## src/rtl/nsa_pkg.sv

```systemverilog
// Shared types and helpers for the nibble-serial adder.
// The overflow flag is built only when NSA_OVF_EN is defined.
package nsa_pkg;

  localparam int NIBBLE_W = 4;

  typedef enum logic [1:0] {
    ST_IDLE = 2'd0,
    ST_RUN  = 2'd1,
    ST_DONE = 2'd2
  } state_e;

  // Number of nibbles in a WIDTH-bit operand; WIDTH is expected to be a multiple of 4.
  function automatic int nibble_count(input int width);
    return width / NIBBLE_W;
  endfunction

endpackage

```

## src/rtl/look_ahead_carry_adder.sv

```systemverilog
// 4-bit carry-lookahead adder stage: all carries formed directly from generate/propagate terms.
module look_ahead_carry_adder (
  input  logic [3:0] a,
  input  logic [3:0] b,
  input  logic       cin,
  output logic [3:0] sum,
  output logic       cout
);

  logic [3:0] g;
  logic [3:0] p;
  logic [3:0] c;

  always_comb begin
    g = a & b;
    p = a ^ b;
    c[0] = cin;
    c[1] = g[0] | (p[0] & cin);
    c[2] = g[1] | (p[1] & g[0]) | (p[1] & p[0] & cin);
    c[3] = g[2] | (p[2] & g[1]) | (p[2] & p[1] & g[0]) | (p[2] & p[1] & p[0] & cin);
    cout = g[3] | (p[3] & g[2]) | (p[3] & p[2] & g[1]) | (p[3] & p[2] & p[1] & g[0])
         | (p[3] & p[2] & p[1] & p[0] & cin);
    sum  = p ^ c;
  end

endmodule

```

## src/rtl/nibble_serial_adder.sv

```systemverilog
// Multi-cycle WIDTH-bit adder: one shared 4-bit lookahead stage, LSB nibble first, carry held in a flop.
// Optional signed-overflow output `ovf` is present when NSA_OVF_EN is defined.
module nibble_serial_adder
  import nsa_pkg::*;
#(
  parameter int WIDTH = 16
) (
  input  logic             clk,
  input  logic             rst_n,
  input  logic             in_valid,
  output logic             in_ready,
  input  logic [WIDTH-1:0] a,
  input  logic [WIDTH-1:0] b,
  input  logic             cin,
  output logic             out_valid,
  input  logic             out_ready,
  output logic [WIDTH-1:0] sum,
  output logic             cout,
`ifdef NSA_OVF_EN
  output logic             ovf,
`endif
  output state_e           dbg_state
);

  // Handshake: a transfer happens on a rising edge where valid and ready are both high.
  // in_ready/out_valid are pure decodes of the state register, never of in_valid/out_ready.

  localparam int N     = nibble_count(WIDTH);
  localparam int IDX_W = (N > 1) ? $clog2(N) : 1;
  localparam logic [IDX_W-1:0] LAST_IDX = IDX_W'(N - 1);

  state_e             state_q, state_d;
  logic [WIDTH-1:0]   a_q, a_d;
  logic [WIDTH-1:0]   b_q, b_d;
  logic [WIDTH-1:0]   sum_q, sum_d;
  logic               carry_q, carry_d;
  logic [IDX_W-1:0]   idx_q, idx_d;

  logic [NIBBLE_W-1:0] stage_a;
  logic [NIBBLE_W-1:0] stage_b;
  logic [NIBBLE_W-1:0] stage_sum;
  logic                stage_cout;

  always_comb begin
    stage_a = a_q[int'(idx_q) * NIBBLE_W +: NIBBLE_W];
    stage_b = b_q[int'(idx_q) * NIBBLE_W +: NIBBLE_W];
  end

  look_ahead_carry_adder u_stage (
    .a   (stage_a),
    .b   (stage_b),
    .cin (carry_q),
    .sum (stage_sum),
    .cout(stage_cout)
  );

`ifdef NSA_OVF_EN
  logic ovf_q, ovf_d;
`endif

  always_comb begin
    state_d = state_q;
    a_d     = a_q;
    b_d     = b_q;
    sum_d   = sum_q;
    carry_d = carry_q;
    idx_d   = idx_q;
`ifdef NSA_OVF_EN
    ovf_d   = ovf_q;
`endif
    case (state_q)
      ST_IDLE: begin
        if (in_valid) begin
          a_d     = a;
          b_d     = b;
          carry_d = cin;
          idx_d   = '0;
          sum_d   = '0;
          state_d = ST_RUN;
        end
      end
      ST_RUN: begin
        sum_d[int'(idx_q) * NIBBLE_W +: NIBBLE_W] = stage_sum;
        carry_d = stage_cout;
        if (idx_q == LAST_IDX) begin
          state_d = ST_DONE;
`ifdef NSA_OVF_EN
          // The top nibble is being written this cycle, so its MSB comes straight from the stage.
          ovf_d = (a_q[WIDTH-1] == b_q[WIDTH-1]) & (stage_sum[NIBBLE_W-1] != a_q[WIDTH-1]);
`endif
        end else begin
          idx_d = idx_q + 1'b1;
        end
      end
      ST_DONE: begin
        if (out_ready) begin
          state_d = ST_IDLE;
        end
      end
      default: begin
        state_d = ST_IDLE;
      end
    endcase
  end

  always_ff @(posedge clk or negedge rst_n) begin
    if (!rst_n) begin
      state_q <= ST_IDLE;
      a_q     <= '0;
      b_q     <= '0;
      sum_q   <= '0;
      carry_q <= 1'b0;
      idx_q   <= '0;
    end else begin
      state_q <= state_d;
      a_q     <= a_d;
      b_q     <= b_d;
      sum_q   <= sum_d;
      carry_q <= carry_d;
      idx_q   <= idx_d;
    end
  end

`ifdef NSA_OVF_EN
  always_ff @(posedge clk or negedge rst_n) begin
    if (!rst_n) begin
      ovf_q <= 1'b0;
    end else begin
      ovf_q <= ovf_d;
    end
  end

  assign ovf = ovf_q;
`endif

  assign in_ready  = (state_q == ST_IDLE);
  assign out_valid = (state_q == ST_DONE);
  assign sum       = sum_q;
  assign cout      = carry_q;
  assign dbg_state = state_q;

endmodule
```

## config.mk

```make
export PLATFORM = sky130hd
export DESIGN_NAME = nibble_serial_adder
export DESIGN_NICKNAME = d
export VERILOG_FILES = /design/src/rtl/nsa_pkg.sv /design/src/rtl/look_ahead_carry_adder.sv /design/src/rtl/nibble_serial_adder.sv
export SDC_FILE = /design/constraint.sdc
export NUM_CORES = 1
export LEC_CHECK = 0
export ABC_AREA = 1
export BUFFER_PORTS_ARGS = -buffer_cell sky130_fd_sc_hd__buf_2
export CAP_MARGIN = 20
export CORE_ASPECT_RATIO = 2
export CORE_MARGIN = 2
export CORE_UTILIZATION = 54
export CTS_CLUSTER_SIZE = 12
export DETAILED_ROUTE_END_ITERATION = 16
export MAX_ROUTING_LAYER = met4
export PLACE_DENSITY = 0.79
export SYNTH_ARGS = -nofsm -noshare
export SYNTH_HDL_FRONTEND = slang
export SYNTH_SLANG_ARGS = --single-unit
```

## constraint.sdc

```tcl
create_clock -name clk -period 2.81 [get_ports clk]
set_clock_uncertainty 0.05 [all_clocks]
set_input_delay 0.562 -clock clk [delete_from_list [all_inputs] [get_ports clk]]
set_output_delay 0.562 -clock clk [all_outputs]
set_load 0.1 [all_outputs]
```

==> results.txt <==
The starting utilization of the core area is 55.9%. The quantity of I/O buffers inserted on ports came out at 57. The number of enable flip-flop cells after synthesis is 0. Yosys attributes the largest share of cell area to sky130_fd_sc_hd__dfrtp_1 49%, sky130_fd_sc_hd__mux2_4 16%, sky130_fd_sc_hd__ha_1 4.6%. The number of failing hold endpoints at the final stage came out at 0.

Sorting the synthesized cells by how often they occur yields 53 x sky130_fd_sc_hd__dfrtp_1, 29 x sky130_fd_sc_hd__mux2_4, 27 x sky130_fd_sc_hd__nand2_1, 25 x sky130_fd_sc_hd__o21ai_0, 22 x sky130_fd_sc_hd__nor2_1. The aggregate routed wire length came out at 5670 microns. Across all hold checks on the routed design, the worst slack comes to 0.169 ns. The final routed wire length divided by cell count is 15.6 microns. The clock-pin transition on the worst setup and hold timing paths came out at 0.09 ns.

For this run, the leading register cell type out of synthesis is sky130_fd_sc_hd__dfrtp_1. The post-cts sizing count came out at 0. Synthesis inferred 53 register bits.

Entering global routing, the biggest net connects 43 pins. The average cell area after synthesis came out at 10.9 sq um. The post-CTS setup-driven buffer insertion count is 0. The number of buffers created by CTS is 5.

The final max-slew violation count came out at 0. The count of hold-fix buffers inserted at cts is 0. The number of nets produced by synthesis is 295. The initial antenna violation count came to 0.

The flop-to-flop setup slack is 0.37 ns. The number of setup violations in the final report is 0. The via count of the first global-routing pass was 2059. The die width is 54.0 microns. The number of cells in the finished layout apart from fillers is 364. The final critical path takes up 86.7% of the cycle. The highest achievable clock rate came out at 411 MHz. The number of antenna repair diodes is 0. For this run the aggregate overflow at the end of global routing stands at 0.

The worst-margin pin slew is 0.677 ns. The minimum clock period came out at 2.44 ns. The number of buffers on the longest clock path is 2.

The headroom to the max-slew limit is 54.9%. In this run the worst hold path is classified as in -> async. The startpoint of the worst-slack reg-to-reg timing path is idx_q[0]$_DFFE_PN0P_. The number of rows created at floorplan is 36. Dividing the detail-routed via count by the number of cells gives 5.50. Setup repair after global routing left no endpoint under its margin. For this run, the slowest stage of the critical path takes 0.40 ns.

The share of cells above drive strength 1 is 35.2%. The post-detailed-route count of antenna-violating nets is 0. The iteration-0 DRC count of the detailed router came out at 39.

The post-synthesis cell type with the largest combined area is sky130_fd_sc_hd__dfrtp_1. The flow ran to the end, and the final reports show no timing, DRC or antenna violations. The startpoint kind of the worst setup timing path is a flop. The number of buffers and inverters on the critical path is 1. The slowest stage of the critical path is the sky130_fd_sc_hd__dfrtp_1 cell. The routed layout has 2003 vias.

The largest fanout of any net on the critical path is 18. The critical path goes through inv_1, o21ai_0, o22ai_1, ha_1, nand4_1, nand2_1, nand2_1, nand3_1, nor2_1, nand2_1, nand2_1. The top cell type by area accounts for 49.2% of the synthesized area. The first detailed-routing pass took 5 iterations. The number of ports placed on the die boundary came out at 58. The synthesis warning total came out at 0. On the critical path the largest part of the delay comes from simple AND/OR/NAND/NOR gates. Global routing used 23.9% of the available tracks. The wire length of the first global-routing pass came out at 9510 microns.

The H-tree depth is 2. The later pin in the worst-skew pair is clocked with a latency of 0.30 ns. The die outline height is 104 microns. By instance count, the cell type seen most on the critical path is sky130_fd_sc_hd__nand2_1. The worst register-to-register path has a depth of 11.

The synthesized instance count is 247. The final-layout setup total negative slack is 0 ns. The die covers 5610 sq um. The cell count after placement is 356. At the worst endpoint, the required time is 3.01 ns.

The endpoint identified for the worst register-to-register timing path is sum[15]$_DFFE_PN0P_. The post-synthesis async set-or-reset flop share came out at 100%. The register area share after synthesis came out at 49.2%. In the routed design, unresolved DRC markers number 0. The routability congestion estimate from global placement came out at 0.955. Data on the critical path arrives at its endpoint at 2.64 ns. sky130_fd_sc_hd__dfrtp_1 is the most common cell in the netlist. TritonCTS built the clock tree.

The cell sitting at the root of the clock tree is a sky130_fd_sc_hd__clkbuf_8. The net count of the finished layout is 354. The number of distinct library cells after synthesis came out at 28. The sink count of the clock tree came out at 53. The sum of net half-perimeters after detailed placement is 4220 microns.

The relative area change from synthesis to final layout came out at 16.3%. The area of the core came out at 4820 sq um. The max-cap check violation count came out at 0.

The post-synth design cell area came out at 2700 sq um. The kind of end point of the critical path is a flop. The critical path is of the reg -> reg type.
## cells by family (layout without fill, tap and decap cells)
family,Yosys count,after routing,synth area share [%]
simple gates,69,69,11.7
xor+xnor,3,3,0.975
fa+ha+maj,11,11,5.39
buf+inv,32,92,5.66
compound gates,47,47,9.70
mux,32,32,17.4
flops,53,53,49.2
## area by class of cell
class | instances | area (sq um)
Inverter | 24 | 93.8
Sequential cell | 53 | 1330
Timing Repair Buffer | 60 | 308
Clock buffer | 7 | 86.3
Tap cell | 57 | 71.3
Clock inverter | 1 | 30.0
Multi-Input combinational cell | 162 | 1220
Fill cell | 410 | 1680
## worst reg2reg max path: stages, from the launching register on
cell and delay (ns):
sky130_fd_sc_hd__dfrtp_1 0.40, sky130_fd_sc_hd__inv_1 0.35, sky130_fd_sc_hd__o21ai_0 0.15, sky130_fd_sc_hd__o22ai_1 0.31
sky130_fd_sc_hd__ha_1 0.32, sky130_fd_sc_hd__nand4_1 0.16, sky130_fd_sc_hd__nand2_1 0.10, sky130_fd_sc_hd__nand2_1 0.08
sky130_fd_sc_hd__nand3_1 0.14, sky130_fd_sc_hd__nor2_1 0.19, sky130_fd_sc_hd__nand2_1 0.08, sky130_fd_sc_hd__nand2_1 0.06
## metrics by stage
step	area (sq um)	worst slack (ns)	utilization, %
after floorplan	2700	0.146	-
after global placement	3010	0.363	62.5
after detailed placement	3010	0.337	62.5
after CTS	3130	0.280	65.0
after global routing	3140	0.163	65.1
final	3140	0.374	65.1
## how the worst max path moves through the flow
stage / depth (start not counted) / startpoint / end / slack [ns]
6_report: 11 / idx_q[0]$_DFFE_PN0P_ / sum[15]$_DFFE_PN0P_ / 0.37
5_1_grt: 13 / idx_q[0]$_DFFE_PN0P_ / sum[15]$_DFFE_PN0P_ / 0.16
4_1_cts: 13 / idx_q[1]$_DFFE_PN0P_ / sum[15]$_DFFE_PN0P_ / 0.28
3_5_place_dp: 13 / idx_q[1]$_DFFE_PN0P_ / sum[15]$_DFFE_PN0P_ / 0.34
3_3_place_gp: 13 / idx_q[1]$_DFFE_PN0P_ / sum[15]$_DFFE_PN0P_ / 0.36
2_1_floorplan: 2 / dbg_state[1]$_DFFE_PN0P_ / out_valid / 0.15
## flip-flops by register name (all words and copies together), names as in the netlist
register   cells
a_q           16
b_q           16
sum           16
dbg_state      2
idx_q          2
cout           1
## cells in the final DEF, fill, tap and decap left out, types with 2 or more instances in the layout
cell type                  count
sky130_fd_sc_hd__o21ai_0      25
sky130_fd_sc_hd__o22ai_1      12
sky130_fd_sc_hd__mux2_4       29
sky130_fd_sc_hd__mux2_1        3
sky130_fd_sc_hd__dfrtp_1      52
sky130_fd_sc_hd__nand2_1      27
sky130_fd_sc_hd__inv_2         3
sky130_fd_sc_hd__buf_4         3
sky130_fd_sc_hd__a21oi_1       2
sky130_fd_sc_hd__o31ai_1       3
sky130_fd_sc_hd__nand3_1      13
sky130_fd_sc_hd__buf_2        57
sky130_fd_sc_hd__clkbuf_8      6
sky130_fd_sc_hd__o21ai_1       4
sky130_fd_sc_hd__ha_1         10
sky130_fd_sc_hd__inv_1        20
sky130_fd_sc_hd__xor2_1        2
sky130_fd_sc_hd__nor2_1       21
sky130_fd_sc_hd__nand2_4       2
## metal layers
layer | share of wire [%] | vias up | global-route usage, %
met1 | 35 | 939 | 26.0
met4 | 4.1 | 0 | 11.5
li1 | - | 962 | -
met5 | 0 | - | -
met3 | 3.9 | 25 | 3.59
met2 | 57 | 77 | 40.2
Power is not shown: default switching activity piles up to over one toggle a cycle in this logic, so the estimate is an artifact.
